**config.mk**
```make
export PLATFORM = sky130hd
export DESIGN_NAME = wb_arbiter
export DESIGN_NICKNAME = d
export VERILOG_FILES = /design/src/rtl/wb_pkg.sv /design/src/rtl/wb_fifo.sv /design/src/rtl/wb_arbiter.sv
export SDC_FILE = /design/constraint.sdc
export NUM_CORES = 1
export LEC_CHECK = 0
export CAP_MARGIN = 0
export CORE_MARGIN = 1.5
export CORE_UTILIZATION = 50
export DETAILED_ROUTE_END_ITERATION = 8
export PLACE_DENSITY = 0.77
export SLEW_MARGIN = 5
export SYNTH_ARGS = -nofsm -noshare
export SYNTH_HDL_FRONTEND = slang
export SYNTH_SLANG_ARGS = --single-unit
```
**constraint.sdc**
```tcl
create_clock -name clk -period 3.6 [get_ports clk]
set_input_delay 0.72 -clock clk [delete_from_list [all_inputs] [get_ports clk]]
set_output_delay 0.72 -clock clk [all_outputs]
set_load 0.02 [all_outputs]
```
**src/rtl/wb_pkg.sv**
```systemverilog
// Shared types and default widths for the write-back arbiter and its LU buffer.
package wb_pkg;

    localparam int WB_DATA_W       = 32;
    localparam int WB_REG_W        = 5;
    localparam int WB_FIFO_DEPTH   = 4;
    localparam int WB_STARVE_LIMIT = 8;

    typedef struct packed {
        logic [WB_REG_W-1:0]  rd;
        logic [WB_DATA_W-1:0] data;
    } wb_entry_t;

    // A source register of x0 never creates a hazard.
    function automatic logic rd_match(input logic [WB_REG_W-1:0] dst,
                                      input logic [WB_REG_W-1:0] src);
        return (src != '0) && (dst == src);
    endfunction

endpackage

```
**src/rtl/wb_fifo.sv**
```systemverilog
// Small synchronous FIFO of pending LU write-backs; exposes every occupied slot's rd for hazard checks.
module wb_fifo
    import wb_pkg::*;
#(
    parameter int DEPTH = WB_FIFO_DEPTH
) (
    input  logic                   clk,
    input  logic                   rst,
    input  logic                   i_push,
    input  logic                   i_pop,
    input  wb_entry_t              i_data,
    output wb_entry_t              o_head,
    output logic [$clog2(DEPTH):0] o_count,
    output logic                   o_full,
    output logic                   o_empty,
    output logic [WB_REG_W-1:0]    o_ent_rd [DEPTH],
    output logic [DEPTH-1:0]       o_ent_vld
);

    localparam int PW = $clog2(DEPTH);
    localparam logic [PW:0] FULL_COUNT = (PW+1)'(DEPTH);

    wb_entry_t     r_mem [DEPTH];
    logic [PW-1:0] r_wptr;
    logic [PW-1:0] r_rptr;
    logic [PW:0]   r_count;
    logic          w_push;
    logic          w_pop;

    assign o_full  = (r_count == FULL_COUNT);
    assign o_empty = (r_count == '0);
    assign w_push  = i_push && !o_full;
    assign w_pop   = i_pop && !o_empty;
    assign o_head  = r_mem[r_rptr];
    assign o_count = r_count;

    always_ff @(posedge clk or posedge rst) begin
        if (rst) begin
            r_wptr  <= '0;
            r_rptr  <= '0;
            r_count <= '0;
        end else begin
            if (w_push) r_wptr <= r_wptr + PW'(1);
            if (w_pop)  r_rptr <= r_rptr + PW'(1);
            case ({w_push, w_pop})
                2'b10:   r_count <= r_count + (PW+1)'(1);
                2'b01:   r_count <= r_count - (PW+1)'(1);
                default: r_count <= r_count;
            endcase
        end
    end

    // Storage is not reset: a zero count already marks every slot as stale.
    always_ff @(posedge clk) begin
        if (w_push) r_mem[r_wptr] <= i_data;
    end

    for (genvar g = 0; g < DEPTH; g++) begin : g_slot
        logic [PW-1:0] w_off;
        assign w_off        = PW'(g) - r_rptr;
        assign o_ent_vld[g] = ({1'b0, w_off} < r_count);
        assign o_ent_rd[g]  = r_mem[g].rd;
    end

endmodule

```
**src/rtl/wb_arbiter.sv**
```systemverilog
// Owns the register-file write port: merges the ALU (priority) and buffered LU results into one
// registered write per cycle, with starvation relief for the LU and a pending-write hazard query.
module wb_arbiter
    import wb_pkg::*;
#(
    parameter int DATA_WIDTH     = WB_DATA_W,
    parameter int REG_DATA_WIDTH = WB_REG_W,
    parameter int FIFO_DEPTH     = WB_FIFO_DEPTH,
    parameter int STARVE_LIMIT   = WB_STARVE_LIMIT
) (
    input  logic                          clk,
    input  logic                          rst,
    input  logic                          alu_valid,
    input  logic [REG_DATA_WIDTH-1:0]     alu_rd,
    input  logic [DATA_WIDTH-1:0]         alu_result,
    input  logic                          lu_valid,
    output logic                          lu_ready,
    input  logic [REG_DATA_WIDTH-1:0]     lu_rd,
    input  logic [DATA_WIDTH-1:0]         lu_result,
    input  logic [REG_DATA_WIDTH-1:0]     rs1,
    input  logic [REG_DATA_WIDTH-1:0]     rs2,
    input  logic [REG_DATA_WIDTH-1:0]     issue_rd,
    output logic                          pend_hit,
    output logic                          alu_stall,
    output logic                          RegWrite,
    output logic [REG_DATA_WIDTH-1:0]     rd,
    output logic [DATA_WIDTH-1:0]         ResultW,
    output logic [$clog2(FIFO_DEPTH):0]   fifo_count
);

    localparam int SW = $clog2(STARVE_LIMIT) + 1;

    wb_entry_t                     w_head;
    wb_entry_t                     w_lu_entry;
    logic [$clog2(FIFO_DEPTH):0]   w_count;
    logic                          w_full;
    logic                          w_empty;
    logic [REG_DATA_WIDTH-1:0]     w_ent_rd [FIFO_DEPTH];
    logic [FIFO_DEPTH-1:0]         w_ent_vld;

    logic                          w_lu_xfer;
    logic                          w_alu_req;
    logic                          w_alu_sel;
    logic                          w_fifo_sel;
    logic                          w_byp_sel;
    logic                          w_push;
    logic                          w_wr_en;
    logic [REG_DATA_WIDTH-1:0]     w_wr_rd;
    logic [DATA_WIDTH-1:0]         w_wr_data;
    logic [SW-1:0]                 w_starve_inc;
    logic                          w_pend_hit;

    logic [SW-1:0]                 r_starve;
    logic                          r_alu_stall;
    logic                          r_reg_write;
    logic [REG_DATA_WIDTH-1:0]     r_rd;
    logic [DATA_WIDTH-1:0]         r_result;

    // No full-bypass: a simultaneous dequeue does not reopen a full FIFO.
    assign lu_ready   = !rst && !w_full;
    assign w_lu_xfer  = lu_valid && lu_ready;
    assign w_alu_req  = alu_valid && (alu_rd != '0);

    // alu_stall with a non-empty FIFO forces the head out even over a (protocol-violating) ALU result.
    assign w_alu_sel  = w_alu_req && !(r_alu_stall && !w_empty);
    assign w_fifo_sel = !w_empty && !w_alu_sel;
    assign w_byp_sel  = w_empty && !w_alu_sel && w_lu_xfer && (lu_rd != '0);
    assign w_push     = w_lu_xfer && (lu_rd != '0) && !w_byp_sel;

    assign w_lu_entry.rd   = lu_rd;
    assign w_lu_entry.data = lu_result;

    wb_fifo #(
        .DEPTH (FIFO_DEPTH)
    ) u_fifo (
        .clk       (clk),
        .rst       (rst),
        .i_push    (w_push),
        .i_pop     (w_fifo_sel),
        .i_data    (w_lu_entry),
        .o_head    (w_head),
        .o_count   (w_count),
        .o_full    (w_full),
        .o_empty   (w_empty),
        .o_ent_rd  (w_ent_rd),
        .o_ent_vld (w_ent_vld)
    );

    always_comb begin
        w_wr_en   = 1'b0;
        w_wr_rd   = '0;
        w_wr_data = '0;
        if (w_fifo_sel) begin
            w_wr_en   = 1'b1;
            w_wr_rd   = w_head.rd;
            w_wr_data = w_head.data;
        end else if (w_alu_sel) begin
            w_wr_en   = 1'b1;
            w_wr_rd   = alu_rd;
            w_wr_data = alu_result;
        end else if (w_byp_sel) begin
            w_wr_en   = 1'b1;
            w_wr_rd   = lu_rd;
            w_wr_data = lu_result;
        end
    end

    always_comb begin
        w_pend_hit = w_lu_xfer && (rd_match(lu_rd, rs1) || rd_match(lu_rd, rs2) ||
                                   rd_match(lu_rd, issue_rd));
        for (int i = 0; i < FIFO_DEPTH; i++) begin
            if (w_ent_vld[i] && (rd_match(w_ent_rd[i], rs1) || rd_match(w_ent_rd[i], rs2) ||
                                 rd_match(w_ent_rd[i], issue_rd)))
                w_pend_hit = 1'b1;
        end
    end

    assign w_starve_inc = r_starve + SW'(1);

    // Stage boundary: starvation counter and one-shot ALU stall.
    always_ff @(posedge clk or posedge rst) begin
        if (rst) begin
            r_starve    <= '0;
            r_alu_stall <= 1'b0;
        end else begin
            r_alu_stall <= 1'b0;
            if (w_empty || w_fifo_sel) begin
                r_starve <= '0;
            end else if (w_alu_sel) begin
                r_starve    <= w_starve_inc;
                r_alu_stall <= (w_starve_inc == SW'(STARVE_LIMIT - 1));
            end
        end
    end

    // Stage boundary: registered register-file write port.
    always_ff @(posedge clk or posedge rst) begin
        if (rst) begin
            r_reg_write <= 1'b0;
            r_rd        <= '0;
            r_result    <= '0;
        end else begin
            r_reg_write <= w_wr_en;
            r_rd        <= w_wr_rd;
            r_result    <= w_wr_data;
        end
    end

    assign pend_hit   = w_pend_hit;
    assign alu_stall  = r_alu_stall;
    assign RegWrite   = r_reg_write;
    assign rd         = r_rd;
    assign ResultW    = r_result;
    assign fifo_count = w_count;

endmodule

```
==> results of run 1 <==
## cell usage after synthesis (all sizes together)
cell type / instances / share of area, %
or3: 1 / 0.13
nor3: 5 / 0.34
nand2b: 1 / 0.070
mux4: 37 / 9.3
nand2: 42 / 1.8
o21ai: 2 / 0.24
o32ai: 4 / 0.39
a21boi: 2 / 0.42
nor2: 43 / 2.1
inv: 12 / 0.50
nor4: 15 / 1.0
o21a: 1 / 0.084
o31ai: 1 / 0.084
mux2i: 1 / 0.11
fa: 1 / 0.22
clkbuf: 19 / 0.80
a22oi: 1 / 0.084
and2: 4 / 0.28
edfxtp: 148 / 50
a211oi: 1 / 0.22
buf: 28 / 1.8
xnor2: 50 / 4.9
a21oi: 5 / 0.28
xor2: 34 / 3.3
ha: 11 / 1.5
nand3b: 1 / 0.084
a31oi: 35 / 2.4
nand3: 54 / 3.0
dfrtp: 50 / 14
and3: 2 / 0.14
a22o: 1 / 0.098
or4: 5 / 0.55
## power by group through the flow
stage / logic, mW / registers, mW / clock network (mW)
5_1_grt: 2.76 / 3.09 / 1.94
2_1_floorplan: 1.47 / 3.22 / 0
3_5_place_dp: 2.56 / 3.09 / 0
3_3_place_gp: 2.53 / 3.07 / 0
6_report: 2.56 / 3.05 / 1.83
4_1_cts: 2.58 / 3.05 / 1.85
## stage by stage
stage          hold slack (ns)  worst slack (ns)  total power [mW]
2_1_floorplan            0.465             0.647              4.69
3_3_place_gp             0.482            -0.126              5.60
3_5_place_dp             0.523            -0.129              5.65
4_1_cts                  0.540            0.0655              7.49
5_1_grt                  0.557             0.107              7.79
6_report                 0.531             0.232              7.44
## repair_timing
action                     in CTS  in global routing
resized for setup               1                  2
setup endpoints to repair       1                  1
pin swaps                       0                  0
## state kept, by name (all words and copies together), names as in the netlist
signal	count
RegWrite	1
ResultW	32
alu_stall	1
r_starve	4
rd	5
u_fifo.o_count	3
u_fifo.r_mem	148
u_fifo.r_rptr	2
u_fifo.r_wptr	2
## cell type report
type,count,area [µm²]
clock buffers,21,440
clock inverters,11,125
fillers,1263,6200
inverters,12,45.0
multi-input cells,360,2980
flip-flops and latches,198,5700
well taps,225,282
repair buffers,171,1640
## worst max-delay path, delay by kind of cell
kind / cells / cell delay (ns)
and+or+nand+nor: 5 / 1.06
AOI/OAI and AO/OA: 1 / 0.26
buffers and inverters: 2 / 0.61
## worst max-delay path by stage
stage	startpoint	slack [ns]	endpoint
after floorplan	alu_rd[1]	0.65	u_fifo.o_count[2]
final	rs2[1]	0.23	pend_hit
after CTS	rs2[1]	0.07	pend_hit
after global routing	rs2[1]	0.11	pend_hit
after global placement	issue_rd[1]	-0.13	pend_hit
after detailed placement	issue_rd[1]	-0.13	pend_hit
## layer usage
metal | vias to the layer above | part of all wire (%)
met2 | 227 | 50
met1 | 2894 | 42
met4 | 0 | 1.9
met5 | - | 0
met3 | 26 | 5.8
li1 | 2575 | -
## kinds of logic (layout without fill, tap and decap cells)
family | count (synthesis) | in the layout | synth area share, %
XOR/XNOR | 84 | 84 | 8.23
multiplexers | 38 | 38 | 9.43
flip-flops | 198 | 198 | 63.7
adder cells (fa/ha/maj) | 12 | 12 | 1.76
AO/OA/AOI/OAI | 53 | 53 | 4.35
AND/OR/NAND/NOR | 173 | 173 | 9.47
buffers and inverters | 59 | 215 | 3.08
==> results.md, run 1 <==
- Most frequent cells in the layout: edfxtp_1, clkdlybuf4s50_1, nand3_1
- Die width: around 140 µm
- Sw power: 2.38 mW
- Min-Delay Endpoint: r_starve[0]
- Delay of the slowest critical-path stage: around 0.56 ns
- Hold-fix buffers at CTS: 0
- DRT antenna net count: 0
- Synth warn: 0
- Vias: 5722
- Reg2reg setup slack: around 0.84 ns
- Ant diodes: 0
- Min-Delay Startpoint: r_starve[0]
- Post-Syn Area per Cell: 14.5 µm²
- Leakage: between 3 and 4 nW
- Non-Filler Instances: around 1000
- Share of total power in the clock network: approximately 25%
- Max_slew headroom: between 30% and 40%
- Clock skew: between 0.008 and 0.009 ns
- CTS tree: yes
- Min cycle time layout: around 3.4 ns
- Post-Route WL: roughly 21000 µm
- First-pass GRT wire length: 32800 µm
- Fmax: approximately 0.3 GHz
- WS Path Type: input port to output pin
- Top Ports: 137
- Antenna violations before repair: 0
- Reg2reg start: u_fifo.o_count[0]
- Met2 Track Usage GR: 40.2%
- Avg Vias per Cell: 5.73
- Setup tns final: 0 ns
- Pwr Density: roughly 660 nW/µm²
- Starting Density: about half
- Post-Synthesis Cell Area: just under 9000 µm²
- Post-synth cell types: 39
- Clock sinks: approximately 200
- # Post-CTS Setup Buffers: 0
- CTS buffer count: 17
- Final Cell Area: 11200 µm²
- Placed cell area: approximately 11000 µm²
- Clock transition at path regs: roughly 0.070 ns
- Slew @ Worst Pin: roughly 1 ns
- Routed WL per cell: around 21 µm
- Ordered list of cells on the worst path: clkdlybuf4s50_1, or4_4, nor2_4, nor4_1, o32ai_1, and3_1, nand3_1, clkbuf_2
- Endpoints failing setup: 0
- VDD IR max: 440 µV
- Pint: just over 5 mW
- DP Wirelength: between 10000 and 15000 µm
- Unrepaired setup endpoints after global routing: no
- Nets@finish: 865
- Hold Crit Depth: 1
- Global routing usage on met1: between 30 and 40%
- Die height: about 140 µm
- Core ar.: 17400 µm²
- Insertion delay to the later sink of the worst-skew pair: roughly 0.42 ns
- Initial DRC Count: around 450
- Critical path required time: about 2.9 ns
- FP Rows: between 40 and 50
- Placed cell count: ~970
- Seq/Total Area, Yosys: between 60% and 70%
- Synthesis-stage register bit count: 198
- Finished Core Util: 64.4%
- Largest net degree at the start of global routing: 51
- GRT Util Overall: a little under a quarter
- TritonRoute pass-1 iters: 5
- R2r endpoint: u_fifo.r_mem[0][34]
- Final Slew Violations: 0
- Startpoint Class: input port
- Max Cap Viol: 0
- H-tree levels: 4
- Cell type of the slowest stage on the worst timing path: or4_4
- Grt peak-use layer: met2
- GRT met3 Usage: 4.37%
- Crit path DAT: around 2.7 ns
- Synthesized Nets: roughly 720
- CP endpoint kind: output pin
- Share of layout cells above drive strength 1: about 15%
- R2r worst-path depth: 5
- Final Wtd Congestion: between 0.9 and 1
- Combinational Power Share: ~34%
- Final critical-path share of the clock period: between 90 and 100%
- Switching part of the total: ~32%
- Worst hold-check path type: flop to flop
- Synth-to-Final Area Change: 25.4%
- Sequential share of power: about two fifths
- Outcome: complete, no violations
- DR DRC count: 0
- Maximum fanout along the worst path: 4
- Number of global-route vias before repair: 5987
- GRT overflow: 0
- Cells after Synth: between 600 and 700
- Clock buffer depth: 2
- Total die area: between 15000 and 20000 µm²
- CTS root buffer: clkbuf_16
- Port bufs: 136
- Final Hold Viols: 0
- Most common library cell in the layout ignoring fill and taps: edfxtp_1
Power figures use the tool's default switching activity.
==> inputs of run 2 (changes only) <==
--- a/config.mk
+++ b/config.mk
@@ -9,6 +9,7 @@
 export CORE_MARGIN = 1.5
 export CORE_UTILIZATION = 50
 export DETAILED_ROUTE_END_ITERATION = 8
+export GPL_TIMING_DRIVEN = 0
 export PLACE_DENSITY = 0.77
 export SLEW_MARGIN = 5
 export SYNTH_ARGS = -nofsm -noshare
==> results.md, run 2 (synthesis gave the netlist of run 1 again) <==
- WS Path Type: input port to output pin (unchanged)
- Finished Core Util: 64.3% (was 64.4%)
- Final critical-path share of the clock period: 94.7% (was 93.6%)
- Slew @ Worst Pin: 0.742 ns (was 1.00 ns)
- GRT overflow: 0 (unchanged)
- Synth-to-Final Area Change: 25.2% (was 25.4%)
- Startpoint Class: input port (unchanged)
- Delay of the slowest critical-path stage: 0.49 ns (was 0.56 ns)
- Max Cap Viol: 0 (unchanged)
- Total power: 7.68 mW (was 7.44 mW)
- CTS buffer count: 17 (unchanged)
- Nets@finish: 870 (was 865)
- Starting Density: 51.4% (unchanged)
- Share of layout cells above drive strength 1: 15.4% (was 15.3%)
- FP Rows: 48 (unchanged)
- Routed WL per cell: 21.8 µm (was 21.2 µm)
- DR DRC count: 0 (unchanged)
- Outcome: complete, no violations (unchanged)
- H-tree levels: 4 (unchanged)
- Top Ports: 137 (unchanged)
- Initial DRC Count: 425 (was 454)
- CTS root buffer: clkbuf_16 (unchanged)
- GRT Util Overall: 24.6% (was 23.8%)
- Worst hold-check path type: flop to flop (unchanged)
- Pwr Density: 686 nW/µm² (was 663 nW/µm²)
- Maximum fanout along the worst path: 6 (was 4)
- R2r worst-path depth: 8 (was 5)
- Reg2reg start: u_fifo.o_count[2] (was u_fifo.o_count[0])
- Die height: 137 µm (unchanged)
- Vias: 5796 (was 5722)
- Port bufs: 121 (was 136)
- Insertion delay to the later sink of the worst-skew pair: 0.43 ns (was 0.42 ns)
- Clock sinks: 198 (unchanged)
- Clock buffer depth: 2 (unchanged)
- Endpoints failing setup: 0 (unchanged)
- Ant diodes: 0 (unchanged)
- TritonRoute pass-1 iters: 5 (unchanged)
- Worst setup path start: rs2[4] (was rs2[1])
- DP Wirelength: 15000 µm (was 14100 µm)
- Fmax: 0.293 GHz (was 0.297 GHz)
- CP endpoint kind: output pin (unchanged)
- Most common library cell in the layout ignoring fill and taps: edfxtp_1 (unchanged)
- Max_slew headroom: 50.3% (was 33.0%)
- Clock transition at path regs: 0.07 ns (about the same)
- Most frequent cells in the layout: edfxtp_1, clkdlybuf4s50_1, nand3_1 (unchanged)
- Setup tns final: 0 ns (unchanged)
- R2r endpoint: u_fifo.r_mem[0][3] (was u_fifo.r_mem[0][34])
- CTS tree: yes (unchanged)
- Hold-fix buffers at CTS: 0 (unchanged)
- Placed cell count: 968 (was 966)
- Post-Route WL: 21900 µm (was 21200 µm)
- Critical path required time: 2.88 ns (about the same)
- Min cycle time layout: 3.41 ns (was 3.37 ns)
- Core ar.: 17400 µm² (unchanged)
- Most flops, register: u_fifo.r_mem (unchanged)
- Crit path DAT: 2.69 ns (was 2.65 ns)
- First-pass GRT wire length: 33600 µm (was 32800 µm)
- Antenna violations before repair: 0 (unchanged)
- Max reg flops: 148 (unchanged)
- Leakage: 3.97 nW (was 3.95 nW)
- Total die area: 18700 µm² (unchanged)
- Number of global-route vias before repair: 5943 (was 5987)
- Reg2reg setup slack: 0.78 ns (was 0.84 ns)
- Non-Filler Instances: 1003 (was 998)
- CP endpoint: pend_hit (unchanged)
- Clock skew: 0.00871 ns (was 0.00845 ns)
- Unrepaired setup endpoints after global routing: no (unchanged)
- DRT antenna net count: 0 (unchanged)
- Final Hold Viols: 0 (unchanged)
- Ordered list of cells on the worst path: clkbuf_1, or4_4, nor2_4, nor4_1, o31ai_1, and3_1, nand3_1, dlygate4sd2_1 (was clkdlybuf4s50_1, or4_4, nor2_4, nor4_1, o32ai_1, and3_1, nand3_1, clkbuf_2)
- Die width: 137 µm (unchanged)
- Largest net degree at the start of global routing: 28 (was 51)
- Cell type of the slowest stage on the worst timing path: or4_4 (unchanged)
- Final Wtd Congestion: 0.878 (was 0.941)
- Final Slew Violations: 0 (unchanged)
- Avg Vias per Cell: 5.78 (was 5.73)
- VDD IR max: 462 µV (was 440 µV)
## run 2: what timing repair did
item | 4_1_cts | 5_1_grt
pin swaps | 0 | 1
endpoints found under the setup margin | 1 | 1
buffers inserted | 1 | 4
gates resized for setup | 10 | 0
## run 2: metrics by stage
stage	area, µm²	worst slack, ns	hold WS, ns
detailed placement	10500	-0.339	0.502
floorplan	8940	0.647	0.465
finish	11200	0.192	0.521
global placement	10400	-0.724	0.483
CTS	11200	0.109	0.514
global route	11200	0.104	0.539
## run 2: layout make-up
type                    instances  area (µm²)
fillers                      1271        6220
inverters                      12        45.0
plain buffers                  45         229
repair buffers                131        1340
well taps                     225         282
clock buffers                  23         488
flip-flops and latches        198        5700
clock inverters                 9         138
multi-input cells             360        2980
## run 2: worst min path at each step
stage	slack (ns)	cells after the start	end	start
floorplan	0.47	1	r_starve[0]	r_starve[0]
global placement	0.48	1	r_starve[0]	r_starve[0]
detailed placement	0.50	1	r_starve[0]	r_starve[0]
CTS	0.51	1	r_starve[0]	r_starve[0]
global route	0.54	1	r_starve[0]	r_starve[0]
finish	0.52	1	r_starve[0]	r_starve[0]
## run 2: worst max-delay path: cells and delay by family
kind | cells | cell delay (ns)
buffers and inverters | 2 | 0.58
AOI/OAI and AO/OA | 1 | 0.31
and+or+nand+nor | 5 | 1.08
## run 2: report_power, final
group	total (mW)	switching [mW]	internal, mW
clock	2.00	0.822	1.18
sequential	3.01	0.164	2.84
combinational	2.67	1.46	1.21
## run 2: metal layers
metal,up-vias,track usage (%),wire length [µm]
met2,276,39.4,10700
li1,2585,-,-
met1,2900,33.8,9100
met3,35,4.63,1540
met5,-,0,0
met4,0,8.87,502
